`src/rtl/cam_pkg.sv`:
```
// Shared types and helpers for the camera frame capture block: mode and FSM encodings,
// plus the buffer size helper.
package cam_pkg;

  typedef enum logic [1:0] {
    ModeSingle     = 2'd0,
    ModeCont       = 2'd1,
    ModeLumaSingle = 2'd2,
    ModeLumaCont   = 2'd3
  } cam_mode_e;

  typedef enum logic [1:0] {
    StIdle = 2'd0,
    StArm  = 2'd1,
    StCapt = 2'd2,
    StHold = 2'd3
  } cam_state_e;

  function automatic int unsigned bytes_per_frame(input int unsigned w, input int unsigned h,
                                                  input int unsigned bpp);
    return w * h * bpp;
  endfunction

endpackage

```
`src/rtl/cam_sync_edge.sv`:
```
// Registers the sensor inputs once and derives frame/line boundary pulses from the
// registered copies.
module cam_sync_edge (
  input  logic       clk_i,
  input  logic       reset_i,
  input  logic       vsync_i,
  input  logic       href_i,
  input  logic [7:0] pdata_i,
  output logic       href_o,
  output logic [7:0] pdata_o,
  output logic       frame_start_o,
  output logic       frame_end_o,
  output logic       line_end_o
);

  logic       vsync_q, vsync_d1_q;
  logic       href_q, href_d1_q;
  logic [7:0] pdata_q;

  // Reset vsync low so a frame already running after reset never yields a start pulse.
  always_ff @(posedge clk_i) begin
    if (reset_i) begin
      vsync_q    <= 1'b0;
      vsync_d1_q <= 1'b0;
      href_q     <= 1'b0;
      href_d1_q  <= 1'b0;
      pdata_q    <= 8'd0;
    end else begin
      vsync_q    <= vsync_i;
      vsync_d1_q <= vsync_q;
      href_q     <= href_i;
      href_d1_q  <= href_o;
      pdata_q    <= pdata_i;
    end
  end

  // href during vertical blanking is ignored.
  assign href_o        = href_q & ~vsync_q;
  assign pdata_o       = pdata_q;
  assign frame_start_o = vsync_d1_q & ~vsync_q;
  assign frame_end_o   = ~vsync_d1_q & vsync_q;
  assign line_end_o    = href_d1_q & ~href_o;

endmodule

```
`src/rtl/cam_frame_capture.sv`:
```
// Captures a windowed region of a parallel camera frame into a byte-wide buffer,
// with single-shot / continuous and luma-only modes plus per-frame status.
module cam_frame_capture
  import cam_pkg::*;
#(
  parameter int unsigned IMG_W  = 320,
  parameter int unsigned IMG_H  = 200,
  parameter int unsigned BPP    = 2,
  parameter int unsigned X_OFF  = 0,
  parameter int unsigned Y_OFF  = 0,
  parameter int unsigned ADDR_W = 17
) (
  input  logic              clk_i,
  input  logic              reset_i,
  input  logic              vsync_i,
  input  logic              href_i,
  input  logic [7:0]        pdata_i,
  input  logic [1:0]        mode_i,
  input  logic              cap_req_i,
  output logic              cap_ack_o,
  output logic              cap_busy_o,
  output logic              wr_en_o,
  output logic [ADDR_W-1:0] wr_addr_o,
  output logic [7:0]        wr_data_o,
  output logic [ADDR_W:0]   frame_bytes_o,
  output logic              frame_err_o,
  output logic [7:0]        frame_cnt_o
);

  localparam logic [ADDR_W:0]   Total    = (ADDR_W+1)'(bytes_per_frame(IMG_W, IMG_H, BPP));
  localparam logic [ADDR_W-1:0] AddrMax  = ADDR_W'(bytes_per_frame(IMG_W, IMG_H, BPP) - 1);
  localparam logic [15:0]       XLo      = 16'(X_OFF * BPP);
  localparam logic [15:0]       YLo      = 16'(Y_OFF);
  localparam logic [15:0]       WinBytes = 16'(IMG_W * BPP);
  localparam logic [15:0]       WinLines = 16'(IMG_H);

  logic       href, frame_start, frame_end, line_end;
  logic [7:0] pdata;

  cam_sync_edge u_sync (
    .clk_i         (clk_i),
    .reset_i       (reset_i),
    .vsync_i       (vsync_i),
    .href_i        (href_i),
    .pdata_i       (pdata_i),
    .href_o        (href),
    .pdata_o       (pdata),
    .frame_start_o (frame_start),
    .frame_end_o   (frame_end),
    .line_end_o    (line_end)
  );

  cam_mode_e mode;
  logic      luma, cont;
  assign mode = cam_mode_e'(mode_i);
  assign luma = (mode == ModeLumaSingle) || (mode == ModeLumaCont);
  assign cont = (mode == ModeCont) || (mode == ModeLumaCont);

  cam_state_e state_q, state_d;

  always_ff @(posedge clk_i) begin
    if (reset_i) begin
      state_q <= StIdle;
    end else begin
      state_q <= state_d;
    end
  end

  always_comb begin
    state_d    = state_q;
    cap_ack_o  = 1'b0;
    cap_busy_o = 1'b0;
    case (state_q)
      StIdle: begin
        if (cap_req_i) state_d = StArm;
      end
      StArm: begin
        cap_busy_o = 1'b1;
        if (!cap_req_i) begin
          state_d = StIdle;
        end else if (frame_start) begin
          state_d = StCapt;
        end
      end
      StCapt: begin
        cap_busy_o = 1'b1;
        if (frame_end) state_d = (cont && cap_req_i) ? StCapt : StHold;
      end
      StHold: begin
        cap_ack_o = 1'b1;
        if (!cap_req_i) state_d = StIdle;
      end
      default: state_d = StIdle;
    endcase
  end

  logic [15:0]       byte_q, line_q;
  logic [ADDR_W:0]   issued_q;
  logic              wr_en_q;
  logic [ADDR_W-1:0] wr_addr_q;
  logic [7:0]        wr_data_q;
  logic [ADDR_W:0]   frame_bytes_q;
  logic              frame_err_q;
  logic [7:0]        frame_cnt_q;

  // Offsets computed one bit wider so a position before the window shows up as negative.
  logic [16:0] line_rel, byte_rel;
  logic        line_in, byte_in, in_win, wr_go, capt_end, restart;

  assign line_rel = {1'b0, line_q} - {1'b0, YLo};
  assign byte_rel = {1'b0, byte_q} - {1'b0, XLo};
  assign line_in  = !line_rel[16] && (line_rel[15:0] < WinLines);
  assign byte_in  = !byte_rel[16] && (byte_rel[15:0] < WinBytes);
  assign in_win   = href && (state_q == StCapt) && line_in && byte_in && (!luma || !byte_q[0]);
  assign wr_go    = in_win && (issued_q < Total);
  assign capt_end = (state_q == StCapt) && frame_end;
  assign restart  = capt_end && cont && cap_req_i;

  always_ff @(posedge clk_i) begin
    if (reset_i) begin
      byte_q        <= 16'd0;
      line_q        <= 16'd0;
      issued_q      <= '0;
      wr_en_q       <= 1'b0;
      wr_addr_q     <= '0;
      wr_data_q     <= 8'd0;
      frame_bytes_q <= '0;
      frame_err_q   <= 1'b0;
      frame_cnt_q   <= 8'd0;
    end else begin
      if (!href) begin
        byte_q <= 16'd0;
      end else if (byte_q != 16'hFFFF) begin
        byte_q <= byte_q + 16'd1;
      end

      if (frame_start || restart) begin
        line_q <= 16'd0;
      end else if (line_end && (line_q != 16'hFFFF)) begin
        line_q <= line_q + 16'd1;
      end

      wr_en_q <= wr_go;
      if (wr_go) wr_data_q <= pdata;

      // Issue count bounds the writes; the address trails it by one cycle with wr_en.
      if (frame_start || restart) begin
        issued_q  <= '0;
        wr_addr_q <= '0;
      end else begin
        if (wr_go) issued_q <= issued_q + (ADDR_W+1)'(1);
        if (wr_en_q && (wr_addr_q != AddrMax)) wr_addr_q <= wr_addr_q + ADDR_W'(1);
      end

      // Status samples the pre-clear counters on the same edge that restarts them.
      if (capt_end) begin
        frame_bytes_q <= issued_q;
        frame_err_q   <= !(!line_rel[16] && (line_rel[15:0] >= WinLines));
        frame_cnt_q   <= frame_cnt_q + 8'd1;
      end
    end
  end

  assign wr_en_o       = wr_en_q;
  assign wr_addr_o     = wr_addr_q;
  assign wr_data_o     = wr_data_q;
  assign frame_bytes_o = frame_bytes_q;
  assign frame_err_o   = frame_err_q;
  assign frame_cnt_o   = frame_cnt_q;

endmodule

```
`config.mk`:
```
export PLATFORM = sky130hd
export DESIGN_NAME = cam_frame_capture
export DESIGN_NICKNAME = d
export VERILOG_FILES = /design/src/rtl/cam_pkg.sv /design/src/rtl/cam_sync_edge.sv /design/src/rtl/cam_frame_capture.sv
export SDC_FILE = /design/constraint.sdc
export NUM_CORES = 1
export LEC_CHECK = 0
export CAP_MARGIN = 10
export CORE_UTILIZATION = 42
export DETAILED_ROUTE_END_ITERATION = 6
export GPL_TIMING_DRIVEN = 0
export RECOVER_POWER = 100
export SYNTH_ARGS = -nofsm -noshare
export SYNTH_HDL_FRONTEND = slang
export SYNTH_SLANG_ARGS = --single-unit
```
`constraint.sdc`:
```
create_clock -name clk_i -period 3.2 [get_ports clk_i]
set_input_delay 0.96 -clock clk_i [delete_from_list [all_inputs] [get_ports clk_i]]
set_output_delay 0.96 -clock clk_i [all_outputs]
set_load 0.02 [all_outputs]
```
==> key figures <==
GRT
  • All-Layer GR Usage: 0.207
  • Initial antenna violation count: 0
  • Largest net degree at the start of global routing: 17
  • Gr ovfl total: 0
  • First-pass GRT wire length: slightly above 20,000 microns
  • Vias in the first global route: approximately 4.2k

Power
  • Clock power share: 0.531
  • Internal power: 2.70 mW
  • Logic pwr share: 0.031
  • LEAKAGE: around 2.3 nW
  • Worst-case vdd ir drop: approximately 0.33 mV
  • Final Power: between 3 and 4 mW
  • Pwr/cell area: between 500 and 600 nW/um^2
  • NetSw: about 0.7 mW
  • Seq pwr share: 0.438
  • Net Sw Frac: 0.201

Synthesis
  • Commonest register cell after synthesis: dfxtp_1
  • Synth Cell Area: between 5000 and 6000 sq um
  • Flops & latches, synth: 117
  • Register area share after synthesis: 0.466
  • Library cells used by synthesis: 46
  • Post-Syn Instances: between 500 and 600
  • Async set-reset flop share out of synthesis: 0
  • Synthesized net count: about 620
  • Synthesized area per cell: 8.51 sq um
  • Yosys warns: 0
  • Post-synth EDFFs: 0

Drt
  • DRC: 4
  • Total Wirelength: 11,900 microns
  • Pre-Repair DR Iteration Count: 7
  • 1st-iter DRT viols: ~220
  • Routed Antenna Nets: 0
  • Drt via density: 5.26
  • Via Count: between 4k and 5k
  • Mean routed wirelength per cell: 14.3 microns

Floorplan
  • Die area: 12,400 sq um
  • Initial core utilization: 0.436
  • Horiz. Die Dim: 111 microns
  • Core box area: roughly 12,000 sq um
  • Die Y-Extent: roughly 110 microns
  • Cell Rows: 39
  • Number of top-level pins: 70

Critical path
  • Type of origin of the critical path: input port
  • WS Path Type: input port to flip-flop
  • CP required: about 3.5 ns
  • CP max FO: 10
  • Crit path capture type: flip-flop
  • CP arrival: roughly 3.2 ns

STA
  • Post-layout min period: about 2.9 ns
  • Period utilization: 0.899
  • Max_slew headroom: 0.406
  • Clock skew: between 0.006 and 0.007 ns
  • Hold WS: 0.439 ns
  • Setup Total Neg Slack: 0 ns
  • Max Clk Rate: approximately 350 MHz
  • Max Transition Viols Final: 0
  • Hold Violations, Final: 0
  • Worst Max-Slew Pin Slew: about 0.88 ns
  • Final number of setup-violating endpoints: 0
  • RSZ-0062 raised after global routing: no
  • Final worst slack: around 0.32 ns

Placement
  • Port buffer count: slightly below 70
  • Dpl ws: -0.0123 ns
  • Hpwl dp: roughly 8400 microns
  • Gpl congestion: roughly 0.81

Clocking
  • H-tree levels: 4
  • Hold Buf Count CTS: 0
  • Root Buffer: clkbuf_16
  • Worst-Skew Late Latency: 0.41 ns
  • Post-CTS setup buffers: 0
  • Worst-path clk slew: 0.05 ns
  • Clk buf depth: 2
  • CTS-repair resized insts: 0
  • CTS tree: built
  • Total CTS buffers: 17
  • Clock sinks: between 100 and 150

Run status
  • Violated checks: design-rule violations
  • Status: complete, but fails checks

Job
  • Max cap viols: 0

Cells and area
  • Most frequent cells in the layout: 117 x dfxtp_1, 86 x nand2_1, 58 x a21oi_1, 57 x dlygate4sd3_1, 50 x nor2_1
  • Nets: between 700 and 800
  • # fillers: 1,076
  • Commonest non-fill, non-tap cell in the layout: dfxtp_1
  • Layout cells sized above 1: 0.0451
  • N_diodes: 0
  • Synth-to-layout area growth: 27.5%

Worst hold path
  • Hold WC Path Type: flip-flop to flip-flop
path summary, 6_finish.rpt:
kind	endpoint	startpoint	slack [ns]	cells after the start
max	line_q[11]$_SDFFE_PP0P_	cap_req_i	0.32	8
min	wr_data_o[0]$_SDFFE_PP0P_	u_sync.pdata_o[0]$_SDFF_PP0_	0.44	2
max reg2reg	line_q[11]$_SDFFE_PP0P_	state_q[0]$_SDFFE_PP0P_	0.56	9
min reg2reg	wr_data_o[0]$_SDFFE_PP0P_	u_sync.pdata_o[0]$_SDFF_PP0_	0.44	2
metal layers:
layer / track usage / part of all wire
met1: 0.272 / 0.50
met2: 0.316 / 0.45
met3: 0.0708 / 0.038
met4: 0.0730 / 0.0063
met5: 0 / 0
area by class of cell:
class / instances / area, sq um / area share
Tap cell: 143 / 179 / 0.0279
Clock buffer: 24 / 482 / 0.0752
Timing Repair Buffer: 68 / 681 / 0.106
Clock inverter: 5 / 75.1 / 0.0117
Inverter: 9 / 33.8 / 0.00527
Multi-Input combinational cell: 439 / 2520 / 0.393
Sequential cell: 117 / 2340 / 0.366
Buffer: 25 / 93.8 / 0.0147
registers in the layout, summed over array words and instances, names as in the netlist, named ones only:
name and flops:
u_sync.href_d1_q 1, wr_data_o 8, u_sync.vsync_q 1, u_sync.vsync_d1_q 1, frame_err_o 1, wr_addr_o 17, u_sync.href_q 1, line_q 16
frame_bytes_o 18, byte_q 16, state_q 1, issued_q 18, u_sync.pdata_o 8, frame_cnt_o 8, wr_en_o 1
worst max-delay path, cell delays in order:
cell	delay, ns
dlygate4sd3_1	0.60
nand2_1	0.12
nor2_1	0.17
or3_1	0.13
clkbuf_1	0.14
clkbuf_1	0.50
clkbuf_1	0.44
nor2_1	0.10
synth_stat cells, types with 2 or more instances:
| cell | number | area [sq um] |
|---|---|---|
| a211oi_1 | 6 | 45.0 |
| a21oi_1 | 58 | 290 |
| and2_1 | 5 | 31.3 |
| and3_1 | 16 | 100 |
| and4_1 | 11 | 96.3 |
| clkbuf_1 | 23 | 86.3 |
| dfxtp_1 | 117 | 2340 |
| ha_1 | 11 | 138 |
| inv_1 | 9 | 33.8 |
| nand2_1 | 86 | 323 |
| nand2b_1 | 3 | 18.8 |
| nand3_1 | 27 | 135 |
| nand4_1 | 14 | 87.6 |
| nor2_1 | 50 | 188 |
| nor2b_1 | 12 | 75.1 |
| nor3_1 | 11 | 55.1 |
| nor3b_1 | 3 | 22.5 |
| nor4_1 | 6 | 37.5 |
| nor4b_1 | 4 | 35.0 |
| o211ai_1 | 4 | 30.0 |
| o21ai_0 | 30 | 150 |
| or2_2 | 2 | 12.5 |
| or3_1 | 19 | 119 |
| or4_1 | 2 | 15.0 |
| xnor2_1 | 24 | 210 |
| xor2_1 | 17 | 149 |
per-stage QoR:
stage               std cells  utilization  instance area, sq um
floorplan                 590            -                  5020
global placement          801        0.511                  5880
detailed placement        801        0.511                  5880
CTS                       830        0.559                  6440
global route              830        0.556                  6400
finish                    830        0.556                  6400
cells by family after synthesis:
logic type / synth area share
mux: 0.00423
fa+ha+maj: 0.0274
xor+xnor: 0.0715
simple gates: 0.287
compound gates: 0.118
flops: 0.466
buf+inv: 0.0257
power groups by stage:
stage	combinational [mW]	sequential, mW	clock (mW)
floorplan	0.0649	1.51	0
global placement	0.107	1.51	0
detailed placement	0.110	1.51	0
CTS	0.110	1.48	1.84
global route	0.118	1.48	1.91
finish	0.105	1.48	1.80
(Power assumes the default switching activity.)
==> RTL change (config.mk and constraints unchanged) <==
`pdata_q` no longer has a reset.
--- a/src/rtl/cam_sync_edge.sv
+++ b/src/rtl/cam_sync_edge.sv
@@ -24,14 +24,16 @@
       vsync_d1_q <= 1'b0;
       href_q     <= 1'b0;
       href_d1_q  <= 1'b0;
-      pdata_q    <= 8'd0;
     end else begin
       vsync_q    <= vsync_i;
       vsync_d1_q <= vsync_q;
       href_q     <= href_i;
       href_d1_q  <= href_o;
-      pdata_q    <= pdata_i;
     end
+  end
+
+  always_ff @(posedge clk_i) begin
+    pdata_q <= pdata_i;
   end
 
   // href during vertical blanking is ignored.
Behaviour: no difference found for any inputs over 10 cycles, from zero or initial values and one cycle with reset_i high; that may be too few to reach the edited logic, so the function may still have changed.
==> RTL change against the original RTL <==
Cell area down 0.59%. Largest cell class unchanged. Sequential cell count unchanged. Area after synthesis down 1.2%. Total power down 1.6%. Fmax down 1.6%. Setup slack worse by 0.047 ns. Register-to-register slack worse by 0.28 ns. First-iteration DRC count up 12%. Sequential power about the same. Critical path depth up 1. Cell count down 1.6%. Wire length down 2.1%.
==> RTL change: results (changes against the original RTL) <==
Run status
  • Outcome: complete, no violations (was finished with violations)

Setup path
  • Cells on worst reg2reg path: 9 (unchanged)
  • Slowest Stage Delay on Critical Path: 0.49 ns (was 0.60 ns)
  • Max stage delay cell, worst path: or4b_1 (was dlygate4sd3_1)
  • Worst Path Max Fanout: 10 (unchanged)
  • Top Family by Delay on Critical Path: simple AND/OR/NAND/NOR gates (was buffers and inverters)

Logic synthesis
  • Post-synth top cells: dfxtp_1, nand2_1, nor2_1 (was dfxtp_1, nand2_1, a21oi_1)
  • Ys async rst share: 0 (unchanged)
  • Sequential fraction of the synthesis area: 0.4721 (was 0.4663)
  • Cells after synthesis: 578 (was 590)
  • Yosys warns: 0 (unchanged)
  • Synth cell types: 50 (was 46)
  • Largest cells by area after synthesis: dfxtp_1, nand2_1, a21oi_1 (unchanged)
  • Syn_nets: 604 (was 616)

GRT
  • Initial antenna violation count: 0 (unchanged)
  • First-pass GRT wire length: 20.42 mm (was 20.40 mm)
  • Vias in the first global route: 4266 (was 4248)
  • Largest net degree at the start of global routing: 17 (unchanged)
  • Total GRT Usage: 0.2055 (was 0.2070)

CTS
  • H-tree Lvls: 4 (unchanged)
  • CTS max path bufs: 2 (unchanged)
  • Clock slew seen by the registers of the worst setup and hold paths: 0.05 ns (about the same)
  • Postcts setup bufs: 0 (unchanged)
  • Post_cts resized: 0 (unchanged)
  • Clk root buf: clkbuf_16 (unchanged)
  • Worst-skew pair later-pin latency: 0.41 ns (about the same)

Hold path
  • HP Class: reg2reg (unchanged)
  • Worst Hold Depth: 2 (unchanged)

Place
  • Final GP Congestion: 0.8091 (was 0.8115)
  • DP HPWL: 8.335 mm (was 8.423 mm)
  • Post-DP Area: 5821 um2 (was 5883 um2)
  • Dpl cells: 789 (was 801)
  • Input/output buffers: 68 (unchanged)

Layout
  • Final Net Count: 692 (was 703)
  • Ant diodes: 0 (unchanged)
  • Share of cells above drive strength 1: 0.05193 (was 0.04512)

Timing
  • Worst Tran Pin Value: 1.097 ns (was 0.8837 ns)
  • Final clock skew: 0.01164 ns (was 0.006286 ns)

Detailed routing
  • Via density: 5.341 (was 5.259)
  • Via count: 4364 (was 4365)
  • Initial DRT Pass Iterations: 4 (was 7)
  • WL per Instance: 14.21 um (was 14.29 um)
  • Starting DRC count in detailed routing: 247 (was 221)

Pwr
  • Lkg Pwr: 2.330 nW (was 2.323 nW)
  • Switching component of the power: 0.6780 mW (was 0.6815 mW)
  • Peak VDD IR: 0.0004421 V (was 0.0003260 V)
[RTL change: final cells by class]
type                            count  area, um2
Fill cell                        1103       5100
Inverter                           12      45.04
Buffer                             25      96.34
Timing Repair Buffer               69      685.7
Sequential cell                   117       2342
Clock buffer                       23      498.0
Multi-Input combinational cell    424       2472
Clock inverter                      4      48.80
Tap cell                          143      178.9
[RTL change: final timing paths]
kind / to / slack, ns / start
setup reg to reg: issued_q[9]$_SDFFE_PP0P_ / 0.28 / state_q[0]$_SDFFE_PP0P_
setup / recovery: issued_q[9]$_SDFFE_PP0P_ / 0.28 / state_q[0]$_SDFFE_PP0P_
hold / removal: wr_data_o[3]$_SDFFE_PP0P_ / 0.44 / u_sync.pdata_o[3]$_DFF_P_
hold reg to reg: wr_data_o[3]$_SDFFE_PP0P_ / 0.44 / u_sync.pdata_o[3]$_DFF_P_
[RTL change: per-layer routing]
metal | share of wire | track usage | wire (um) | vias to the layer above
li1 | - | - | - | 2221
met1 | 0.46 | 0.2639 | 5385 | 2041
met2 | 0.47 | 0.3222 | 5402 | 86
met3 | 0.054 | 0.06124 | 632 | 16
met4 | 0.016 | 0.08444 | 188 | 0
met5 | 0 | 0 | 0 | -
[RTL change: power by group through the flow]
stage / clock network [mW] / logic (mW) / registers (mW)
floorplan: 0 / 0.0578 / 1.51
global placement: 0 / 0.101 / 1.51
detailed placement: 0 / 0.103 / 1.51
CTS: 1.79 / 0.103 / 1.48
global route: 1.86 / 0.110 / 1.48
finish: 1.75 / 0.0972 / 1.48
[RTL change: cell families after synthesis]
| family | share of synthesized area |
|---|---|
| compound gates | 0.1312 |
| fa+ha+maj | 0.02774 |
| flops | 0.4721 |
| xor+xnor | 0.07062 |
| mux | 0.006305 |
| buf+inv | 0.02951 |
| simple gates | 0.2625 |
[RTL change: per-stage QoR]
| step | hold slack (ns) | util | setup WS [ns] | TNS (ns) |
|---|---|---|---|---|
| 6_report | 0.4354 | 0.5553 | 0.2755 | 0 |
| 5_1_grt | 0.4667 | 0.5553 | 0.05410 | 0 |
| 4_1_cts | 0.4325 | 0.5553 | 0.2252 | 0 |
| 3_5_place_dp | 0.4318 | 0.5076 | -0.08824 | -0.8908 |
| 3_3_place_gp | 0.4196 | 0.5076 | -0.08829 | -1.159 |
| 2_1_floorplan | 0.4174 | - | 0.6239 | 0 |
[RTL change: worst min-delay path: stages, from the launching register on]
cell	delay, ns
dfxtp_1	0.29
nand2_1	0.05
a21oi_1	0.05
